===== config.mk =====
export PLATFORM = sky130hd
export DESIGN_NAME = color_sequence_player_flat
export DESIGN_NICKNAME = d
export VERILOG_FILES = /design/src/rtl/color_sequence_player_if.sv /design/src/rtl/color_sequence_player.sv /design/src/flat_wrapper.sv
export SDC_FILE = /design/constraint.sdc
export NUM_CORES = 1
export LEC_CHECK = 0
export ABC_AREA = 1
export CAP_MARGIN = 20
export CORE_UTILIZATION = 40
export DETAILED_ROUTE_END_ITERATION = 7
export PLACE_DENSITY = 0.65
export SYNTH_ARGS = -nofsm -noshare
export SYNTH_HDL_FRONTEND = slang
export SYNTH_SLANG_ARGS = --single-unit

===== constraint.sdc =====
create_clock -name Clk -period 2 [get_ports Clk]
set_input_delay 0.4 -clock Clk [delete_from_list [all_inputs] [get_ports Clk]]
set_output_delay 0.4 -clock Clk [all_outputs]
set_load 0.01 [all_outputs]

===== src/rtl/color_sequence_player_if.sv =====
// Handshake/bus bundle between the Simon game FSM and the color sequence player.
interface color_sequence_player_if;
  localparam int unsigned IDX_W   = 4;
  localparam int unsigned CODE_W  = 3;
  localparam int unsigned COLOR_W = 4;

  logic               Tick;
  logic               Wr_En;
  logic [IDX_W-1:0]   Wr_Idx;
  logic [CODE_W-1:0]  Wr_Color;
  logic [IDX_W-1:0]   Rd_Idx;
  logic [CODE_W-1:0]  Rd_Color;
  logic               Play_Req;
  logic [IDX_W-1:0]   Play_Len;
  logic               Abort;
  logic               Play_Busy;
  logic               Play_Done;
  logic [COLOR_W-1:0] gColor;
  logic [IDX_W-1:0]   Play_Idx;

  modport master (
    output Tick, Wr_En, Wr_Idx, Wr_Color, Rd_Idx, Play_Req, Play_Len, Abort,
    input  Rd_Color, Play_Busy, Play_Done, gColor, Play_Idx
  );

  modport slave (
    input  Tick, Wr_En, Wr_Idx, Wr_Color, Rd_Idx, Play_Req, Play_Len, Abort,
    output Rd_Color, Play_Busy, Play_Done, gColor, Play_Idx
  );
endinterface


===== src/rtl/color_sequence_player.sv =====
// Simon color sequence memory and tick-paced playback scheduler.
// Plays the first Play_Len stored colors with ON/OFF intervals; exposes a compare read port.
module color_sequence_player #(
  parameter int unsigned MAX_LEN   = 10,
  parameter int unsigned ON_TICKS  = 4,
  parameter int unsigned OFF_TICKS = 2
) (
  input  logic                    Clk,
  input  logic                    Reset_n,
  color_sequence_player_if.slave  bus
);
  localparam int unsigned IDX_W   = 4;
  localparam int unsigned CODE_W  = 3;
  localparam int unsigned COLOR_W = 4;
  localparam int unsigned CNT_MAX = (ON_TICKS > OFF_TICKS) ? ON_TICKS : OFF_TICKS;
  localparam int unsigned CNT_W   = $clog2(CNT_MAX + 1);
  localparam logic [IDX_W-1:0] MAX_IDX = IDX_W'(MAX_LEN);
  localparam logic [CNT_W-1:0] ON_LAST  = CNT_W'(ON_TICKS - 1);
  localparam logic [CNT_W-1:0] OFF_LAST = CNT_W'(OFF_TICKS - 1);

  typedef enum logic [1:0] {S_IDLE, S_SHOW, S_GAP, S_DONE} state_e;

  state_e               state_q, state_d;
  logic [IDX_W-1:0]     idx_q, idx_d;
  logic [IDX_W-1:0]     len_q, len_d;
  logic [CNT_W-1:0]     cnt_q, cnt_d;
  logic [COLOR_W-1:0]   gcolor_q, gcolor_d;
  logic                 busy_q, done_q;
  logic [CODE_W-1:0]    mem_q [MAX_LEN];
  logic [CODE_W-1:0]    mem_d [MAX_LEN];

  // Compare read port: out-of-range indices read as blank.
  assign bus.Rd_Color  = (bus.Rd_Idx < MAX_IDX) ? mem_q[bus.Rd_Idx] : '0;
  assign bus.gColor    = gcolor_q;
  assign bus.Play_Busy = busy_q;
  assign bus.Play_Done = done_q;
  assign bus.Play_Idx  = idx_q;

  always_comb begin
    state_d  = state_q;
    idx_d    = idx_q;
    len_d    = len_q;
    cnt_d    = cnt_q;
    gcolor_d = gcolor_q;
    mem_d    = mem_q;

    // Writes land before the first SHOW color is registered, so a same-cycle request sees them.
    if (bus.Wr_En && (bus.Wr_Idx < MAX_IDX) && (state_q == S_IDLE)) begin
      mem_d[bus.Wr_Idx] = bus.Wr_Color;
    end

    case (state_q)
      S_IDLE: begin
        gcolor_d = '0;
        idx_d    = '0;
        cnt_d    = '0;
        if (bus.Play_Req && !bus.Abort) begin
          len_d = (bus.Play_Len > MAX_IDX) ? MAX_IDX : bus.Play_Len;
          if (len_d == '0) begin
            state_d = S_DONE;
          end else begin
            state_d  = S_SHOW;
            gcolor_d = COLOR_W'(mem_d[0]);
          end
        end
      end
      S_SHOW: begin
        if (bus.Tick) begin
          if (cnt_q == ON_LAST) begin
            state_d  = S_GAP;
            gcolor_d = '0;
            cnt_d    = '0;
          end else begin
            cnt_d = cnt_q + CNT_W'(1);
          end
        end
      end
      S_GAP: begin
        gcolor_d = '0;
        if (bus.Tick) begin
          if (cnt_q == OFF_LAST) begin
            cnt_d = '0;
            if (idx_q == (len_q - IDX_W'(1))) begin
              state_d = S_DONE;
            end else begin
              state_d  = S_SHOW;
              idx_d    = idx_q + IDX_W'(1);
              gcolor_d = COLOR_W'(mem_d[idx_q + IDX_W'(1)]);
            end
          end else begin
            cnt_d = cnt_q + CNT_W'(1);
          end
        end
      end
      S_DONE: begin
        state_d  = S_IDLE;
        idx_d    = '0;
        gcolor_d = '0;
      end
      default: begin
        state_d  = S_IDLE;
        idx_d    = '0;
        cnt_d    = '0;
        gcolor_d = '0;
      end
    endcase

    // Abort beats ticks and the DONE transition; no completion pulse follows.
    if (bus.Abort && (state_q != S_IDLE)) begin
      state_d  = S_IDLE;
      idx_d    = '0;
      cnt_d    = '0;
      gcolor_d = '0;
    end
  end

  always_ff @(posedge Clk or negedge Reset_n) begin
    if (!Reset_n) begin
      state_q  <= S_IDLE;
      idx_q    <= '0;
      len_q    <= '0;
      cnt_q    <= '0;
      gcolor_q <= '0;
      busy_q   <= 1'b0;
      done_q   <= 1'b0;
      for (int unsigned i = 0; i < MAX_LEN; i++) begin
        mem_q[i] <= '0;
      end
    end else begin
      state_q  <= state_d;
      idx_q    <= idx_d;
      len_q    <= len_d;
      cnt_q    <= cnt_d;
      gcolor_q <= gcolor_d;
      busy_q   <= (state_d != S_IDLE);
      done_q   <= (state_d == S_DONE);
      mem_q    <= mem_d;
    end
  end
endmodule


===== src/flat_wrapper.sv =====
// flat-port wrapper written by rule: the top's interface ports become plain ports
module color_sequence_player_flat 
#(
  parameter int unsigned MAX_LEN   = 10,
  parameter int unsigned ON_TICKS  = 4,
  parameter int unsigned OFF_TICKS = 2
)
  (Clk, Reset_n, bus_Tick, bus_Wr_En, bus_Wr_Idx, bus_Wr_Color, bus_Rd_Idx, bus_Play_Req, bus_Play_Len, bus_Abort, bus_Rd_Color, bus_Play_Busy, bus_Play_Done, bus_gColor, bus_Play_Idx);
  color_sequence_player_if bus_i ();
  input  logic Clk;
  input  logic Reset_n;
  input wire logic [$bits(bus_i.Tick)-1:0] bus_Tick;
  input wire logic [$bits(bus_i.Wr_En)-1:0] bus_Wr_En;
  input wire logic [$bits(bus_i.Wr_Idx)-1:0] bus_Wr_Idx;
  input wire logic [$bits(bus_i.Wr_Color)-1:0] bus_Wr_Color;
  input wire logic [$bits(bus_i.Rd_Idx)-1:0] bus_Rd_Idx;
  input wire logic [$bits(bus_i.Play_Req)-1:0] bus_Play_Req;
  input wire logic [$bits(bus_i.Play_Len)-1:0] bus_Play_Len;
  input wire logic [$bits(bus_i.Abort)-1:0] bus_Abort;
  output wire logic [$bits(bus_i.Rd_Color)-1:0] bus_Rd_Color;
  output wire logic [$bits(bus_i.Play_Busy)-1:0] bus_Play_Busy;
  output wire logic [$bits(bus_i.Play_Done)-1:0] bus_Play_Done;
  output wire logic [$bits(bus_i.gColor)-1:0] bus_gColor;
  output wire logic [$bits(bus_i.Play_Idx)-1:0] bus_Play_Idx;
  assign bus_i.Tick = bus_Tick;
  assign bus_i.Wr_En = bus_Wr_En;
  assign bus_i.Wr_Idx = bus_Wr_Idx;
  assign bus_i.Wr_Color = bus_Wr_Color;
  assign bus_i.Rd_Idx = bus_Rd_Idx;
  assign bus_i.Play_Req = bus_Play_Req;
  assign bus_i.Play_Len = bus_Play_Len;
  assign bus_i.Abort = bus_Abort;
  assign bus_Rd_Color = bus_i.Rd_Color;
  assign bus_Play_Busy = bus_i.Play_Busy;
  assign bus_Play_Done = bus_i.Play_Done;
  assign bus_gColor = bus_i.gColor;
  assign bus_Play_Idx = bus_i.Play_Idx;
  color_sequence_player #(.MAX_LEN(MAX_LEN), .ON_TICKS(ON_TICKS), .OFF_TICKS(OFF_TICKS)) u_core (.Clk(Clk), .Reset_n(Reset_n), .bus(bus_i));
endmodule

==> qor.csv, run 1 <==
metric,value,unit
status,finished clean,
routed_wl,8490,µm
rows,32,
hp-class,input port to async pin,
first_global_vias,3075,
htree_levels,2,
synth_seq_area_share,37.24,%
numCtsBuffers,5,
crit_path_max_incr_delay,400,ps
n_antenna_cell,0,
fin_skew,7.041,ps
syn-cell-area,3226,µm²
pwr-share-clk,12.3,%
portBuffers,32,
clk_latency,300,ps
dieArea,8427,µm²
drc_errors,0,
gp_congestion,0.8597,
avgSynthCellArea,7.184,µm²
synthArstFlopShare,100.0,%
drt_first_pass_iters,5,
vias,3235,
ys.flop_type,dfrtp_1,
die_width,91.80,µm
p_leak,2.036,nW
yosys_warnings,0,
swShare,42.83,%
overflow,0,
arrival,2130,ps
cts_tree,done,
track_usage,21.24,%
drive_gt1_share,17.14,%
synthCells,449,
core,7767,µm²
ant_nets,0,
ff2ff_path_depth,15,
dpl.hpwl,6815,µm
die_h,91.80,µm
hold_viol_final,0,
start_util,41.53,%
grtUsageMet2,36.28,%
cts-hold-fix-buffers,0,
grt_max_degree,31,
areaGrowthSynthToFinish,28.08,%
maxCapViolCount,0,
yosys.cell_types.count,34,
clkTransAtPathRegs,90,ps
cellInternalPower,2.757,mW
crit_fanout,15,
grtUsageMet3,3.648,%
post_cts_buffers,0,
globalRouteMet1Util,26.79,%
io_pins,34,
path_cells,inv_2 -> ha_4 -> nand2_4 -> nor2_4 -> buf_12 -> nand2_1 -> nand2_1 -> nand3_1 -> nand3_1 -> nand3_1 -> nand3_1 -> nand2_1 -> nand2_1 -> nand2_1 -> nand2_1,
cp.required,2240,ps
rsz0062_at_grt,true,
fin_nets,555,
avgRoutedWirePerCell,13.54,µm
power_frac_seq,33.0,%
synth_edf_count,0,
critPathMostFrequentCell,nand2_1,
path_class,flip-flop to flip-flop,
syn-num-nets,480,
top_usage_layer,met2,
ir_drop,0.0007116,V
period_needed,1893,ps
critPathSlowestCell,dfrtp_1,
synth_seq_cells,48,
grt_pass1_wl,14310,µm
worstSetupEndpointType,flip-flop,
r2r_start,u_core.state_q[0],
power.share.combinational,54.7,%
drtIter0Drc,200,
finalSetupTns,0,ps
via_per_inst,5.159,
cts_sinks,48,
drv_slew,0,
p_per_area,1167,nW/µm²
p_sw,2.065,mW
clockBufferDepth,2,
period_share,94.65,%
setup_viol,0,
root_buffer,clkbuf_8,
reg2reg_setup_slack,110,ps
final_core_util,53.19,%
rr_endpoint,u_core.bus.gColor[2],
timing.fmax,528.2,MHz
antenna_found_initial,0,
cp-start-kind,flip-flop,
==> how the worst max path moves through the flow <==
stage | slack, ps | endpoint | startpoint
after floorplan | 200 | u_core.bus.gColor[1] | u_core.state_q[0]
after global placement | -510 | bus_Rd_Color[0] | bus_Rd_Idx[0]
after detailed placement | -600 | bus_Rd_Color[0] | bus_Rd_Idx[0]
after CTS | 1 | bus_Rd_Color[1] | bus_Rd_Idx[3]
after global routing | -3 | u_core.bus.gColor[0] | u_core.state_q[1]
final | 110 | u_core.bus.gColor[2] | u_core.state_q[0]
==> power by group through the flow <==
stage	Clock (mW)	Combinational, mW	Sequential (mW)
2_1_floorplan	0	1.65	1.53
3_3_place_gp	0	2.49	1.60
3_5_place_dp	0	2.54	1.60
4_1_cts	0.614	2.55	1.58
5_1_grt	0.652	2.93	1.63
6_report	0.591	2.64	1.59
==> state kept, by name (all words and copies together) (netlist names) <==
register              flops
u_core.bus.Play_Busy      1
u_core.bus.Play_Done      1
u_core.bus.Play_Idx       4
u_core.bus.gColor         3
u_core.cnt_q              3
u_core.len_q              4
u_core.mem_q             30
u_core.state_q            2
==> timing repair <==
item	CTS	global route
endpoints found under the hold margin	0	0
cloned	1	0
gates resized for setup	19	23
setup endpoints to repair	6	12
pin swaps	1	1
==> cell type report <==
type	count	area, µm²
clock buffers	8	90.09
fillers	759	3636
inverters	70	266.5
multi-input cells	321	1755
flip-flops and latches	48	1201
well taps	102	127.6
repair buffers	77	683.2
repair inverters	1	7.507
==> synthesized netlist by cell type, types with 2 or more instances <==
master	count	area, µm²
buf_4	2	15.01
buf_6	2	22.52
nor2_1	14	52.55
nand2_2	4	25.02
xor2_1	2	17.52
and2_1	21	131.4
o21ai_0	26	130.1
a21oi_1	20	100.1
o22ai_1	4	25.02
ha_1	10	125.1
xnor2_1	5	43.79
inv_2	4	15.01
clkbuf_1	3	11.26
nand2_1	96	360.4
dfrtp_1	48	1201
clkinv_1	3	11.26
nand4_1	3	18.77
nand3_1	93	465.5
a32o_1	3	30.03
nor3_1	3	15.01
nor2_4	7	78.83
buf_2	2	10.01
inv_1	63	236.5
==> logic make-up after synthesis <==
logic type,synth area share [%]
xor gates and xnor gates,1.901
AOI/OAI and AO/OA,10.86
buffers and inverters,10.08
other,0.1163
and+or+nand+nor,35.92
DFF,37.24
adders and majority gates,3.879
==> routing by layer <==
metal / share of wire, % / up-vias
li1: - / 1613
met1: 44 / 1497
met2: 48 / 106
met3: 5.4 / 19
met4: 2.5 / 0
met5: 0 / -
==> through the flow <==
stage	instances	area (µm²)	setup WS, ps	power [mW]	hold slack [ps]
CTS	627	4080	1.213	4.752	40.49
detailed placement	618	3981	-598.6	4.144	370.5
global route	627	4131	-3.132	5.208	68.39
finish	627	4131	107.0	4.822	32.98
floorplan	449	3226	200.9	3.184	104.4
global placement	618	3981	-505.5	4.089	376.9
==> critical path: cells and delay by family, from the launching register on <==
kind          cells  cell delay (ps)
simple gates     12             1040
fa+ha+maj         1              150
flops             1              400
buf+inv           2              230
==> cell usage in the layout, fill, tap and decap left out, drive strengths merged <==
master / n
a22oi: 1
a31oi: 1
o211ai: 1
xor2: 2
inv: 67
nor3: 3
and2: 21
o32ai: 1
dlymetal6s2s: 3
ha: 10
o31ai: 1
dlygate4sd2: 2
o21a: 1
nand3: 93
xnor2: 5
clkinv: 3
nand4: 3
o21ai: 27
clkinvlp: 1
o21bai: 1
clkdlybuf4s50: 22
conb: 1
o22ai: 4
a21oi: 20
a32o: 3
nand2: 101
clkbuf: 11
buf: 47
dfrtp: 48
nor2: 21
(Power assumes the default switching activity.)
==> run 2, diff against run 1 <==
Settings changed: CTS_CLUSTER_SIZE set to 16.
==> results of run 2 <==
Final layout, timing and power as in run 1 (identical DEF).
==> run 3, diff against run 2 <==
Settings changed: CTS_BUF_LIST set to sky130_fd_sc_hd__clkbuf_2 sky130_fd_sc_hd__clkbuf_4 sky130_fd_sc_hd__clkbuf_8.
==> qor.csv, run 3 (synthesized netlist as in run 1, its figures left out) <==
metric,value,unit,change
status,finished clean,,unchanged
overflow,0,,unchanged
p_per_area,1172,nW/µm²,was 1167 nW/µm²
dpl-instance-area,3981,µm²,unchanged
first_global_vias,3066,,was 3075
cp.required,2240,ps,about the same
fin_nets,555,,unchanged
via_per_inst,5.078,,was 5.159
portBuffers,32,,unchanged
drc_errors,0,,unchanged
period_needed,1893,ps,about the same
worstSetupEndpointType,flip-flop,,unchanged
crit_fanout,15,,unchanged
root_buffer,clkbuf_8,,unchanged
fin_skew,8.085,ps,was 7.041 ps
areaGrowthSynthToFinish,28.32,%,was 28.08%
final_core_util,53.29,%,was 53.19%
io_pins,34,,unchanged
grt_pass1_wl,14270,µm,was 14310 µm
mostFrequentLayoutCell,nand2_1,,unchanged
hold_viol_final,0,,unchanged
cp-start-kind,flip-flop,,unchanged
hp-class,input port to async pin,,unchanged
final_cell_mix,"nand2_1, nand3_1, inv_1",,unchanged
drive_gt1_share,17.52,%,was 17.14%
post_cts_buffers,0,,unchanged
avgRoutedWirePerCell,13.56,µm,was 13.54 µm
n_antenna_cell,0,,unchanged
routed_wl,8503,µm,was 8490 µm
worst_hold_slack,33.20,ps,was 32.98 ps
htree_levels,2,,unchanged
maxCapViolCount,0,,unchanged
numCtsBuffers,5,,unchanged
dieArea,8427,µm²,unchanged
final_area,4139,µm²,was 4131 µm²
gp_congestion,0.8597,,unchanged
clockBufferDepth,2,,unchanged
rows,32,,unchanged
cts_tree,done,,unchanged
largest_reg_flops,30,,unchanged
arrival,2130,ps,about the same
clkTransAtPathRegs,90,ps,about the same
start_util,41.53,%,unchanged
track_usage,21.21,%,was 21.24%
die_width,91.80,µm,unchanged
drt_first_pass_iters,5,,unchanged
dpl.hpwl,6815,µm,unchanged
setup_viol,0,,unchanged
finalPower,4.852,mW,was 4.822 mW
timing.fmax,528.2,MHz,about the same
rsz0062_at_grt,true,,unchanged
clk_latency,300,ps,about the same
p_leak,2.042,nW,was 2.036 nW
dpl.cell_count,618,,unchanged
die_h,91.80,µm,unchanged
drtIter0Drc,232,,was 200
top_register,u_core.mem_q,,unchanged
antenna_found_initial,0,,unchanged
period_share,94.67,%,was 94.65%
core,7767,µm²,unchanged
ant_nets,0,,unchanged
grt_max_degree,31,,unchanged
fin_cells,627,,unchanged
path_class,flip-flop to flip-flop,,unchanged
drv_slew,0,,unchanged
cts_sinks,48,,unchanged
ir_drop,0.0007157,V,was 0.0007116 V
vias,3184,,was 3235
[run 3: cell counts in the layout (fill, tap and decap cells not counted)]
No cell type changed its count.
[run 3: worst paths after layout]
kind                            depth (start not counted)  slack (ps)                  from                   end
worst min-delay path                                    1          30               Reset_n       u_core.mem_q[9]
worst min register to register                          2         490  u_core.bus.gColor[0]  u_core.bus.gColor[0]
max in group asynchronous                               2        1450               Reset_n     u_core.state_q[1]
worst max-delay path                                   15         110     u_core.state_q[0]  u_core.bus.gColor[2]
min in group Clk                                        2         490  u_core.bus.gColor[0]  u_core.bus.gColor[0]
worst max register to register                         15         110     u_core.state_q[0]  u_core.bus.gColor[2]
[run 3: worst max-delay path: stages, from the launching register on]
cell,delay (ps)
dfrtp_1,400
inv_2,80
ha_4,150
nand2_4,80
nor2_4,130
buf_12,140
nand2_1,90
nand2_1,90
nand3_1,60
nand3_1,140
nand3_1,90
nand3_1,120
nand2_1,80
nand2_1,60
nand2_1,60
nand2_1,50
[run 3: cell type report]
cell class | count | area, µm²
flip-flops and latches | 48 | 1201
inverters | 70 | 266.5
clock buffers | 8 | 97.59
repair buffers | 77 | 683.2
multi-input cells | 321 | 1755
well taps | 102 | 127.6
repair inverters | 1 | 7.507
fillers | 758 | 3628
[run 3: per-stage QoR]
step                      setup WS, ps  setup TNS [ps]
after floorplan                  200.9               0
after global placement          -505.5           -2133
after detailed placement        -598.6           -2619
after CTS                       0.5398               0
after global routing            -3.179          -3.179
final                            106.7               0
[run 3: timing repair]
item	in CTS	in global routing
setup endpoints to repair	6	12
resized for setup	18	24
cloned	1	0
pin swaps	1	1
hold buffers	0	0
[run 3: power breakdown]
| part | internal, mW | switching (mW) | leakage [nW] |
|---|---|---|---|
| registers | 1.35 | 0.240 | 0.569 |
| logic | 1.12 | 1.51 | 1.42 |
| clock network | 0.310 | 0.313 | 0.0523 |
[run 3: per-layer routing]
metal | vias to the layer above | track usage (%) | routed length (µm)
li1 | 1612 | - | -
met1 | 1457 | 26.79 | 3759
met2 | 98 | 36.15 | 4120
met3 | 17 | 3.648 | 439
met4 | 0 | 8.203 | 182
met5 | - | 0 | 0
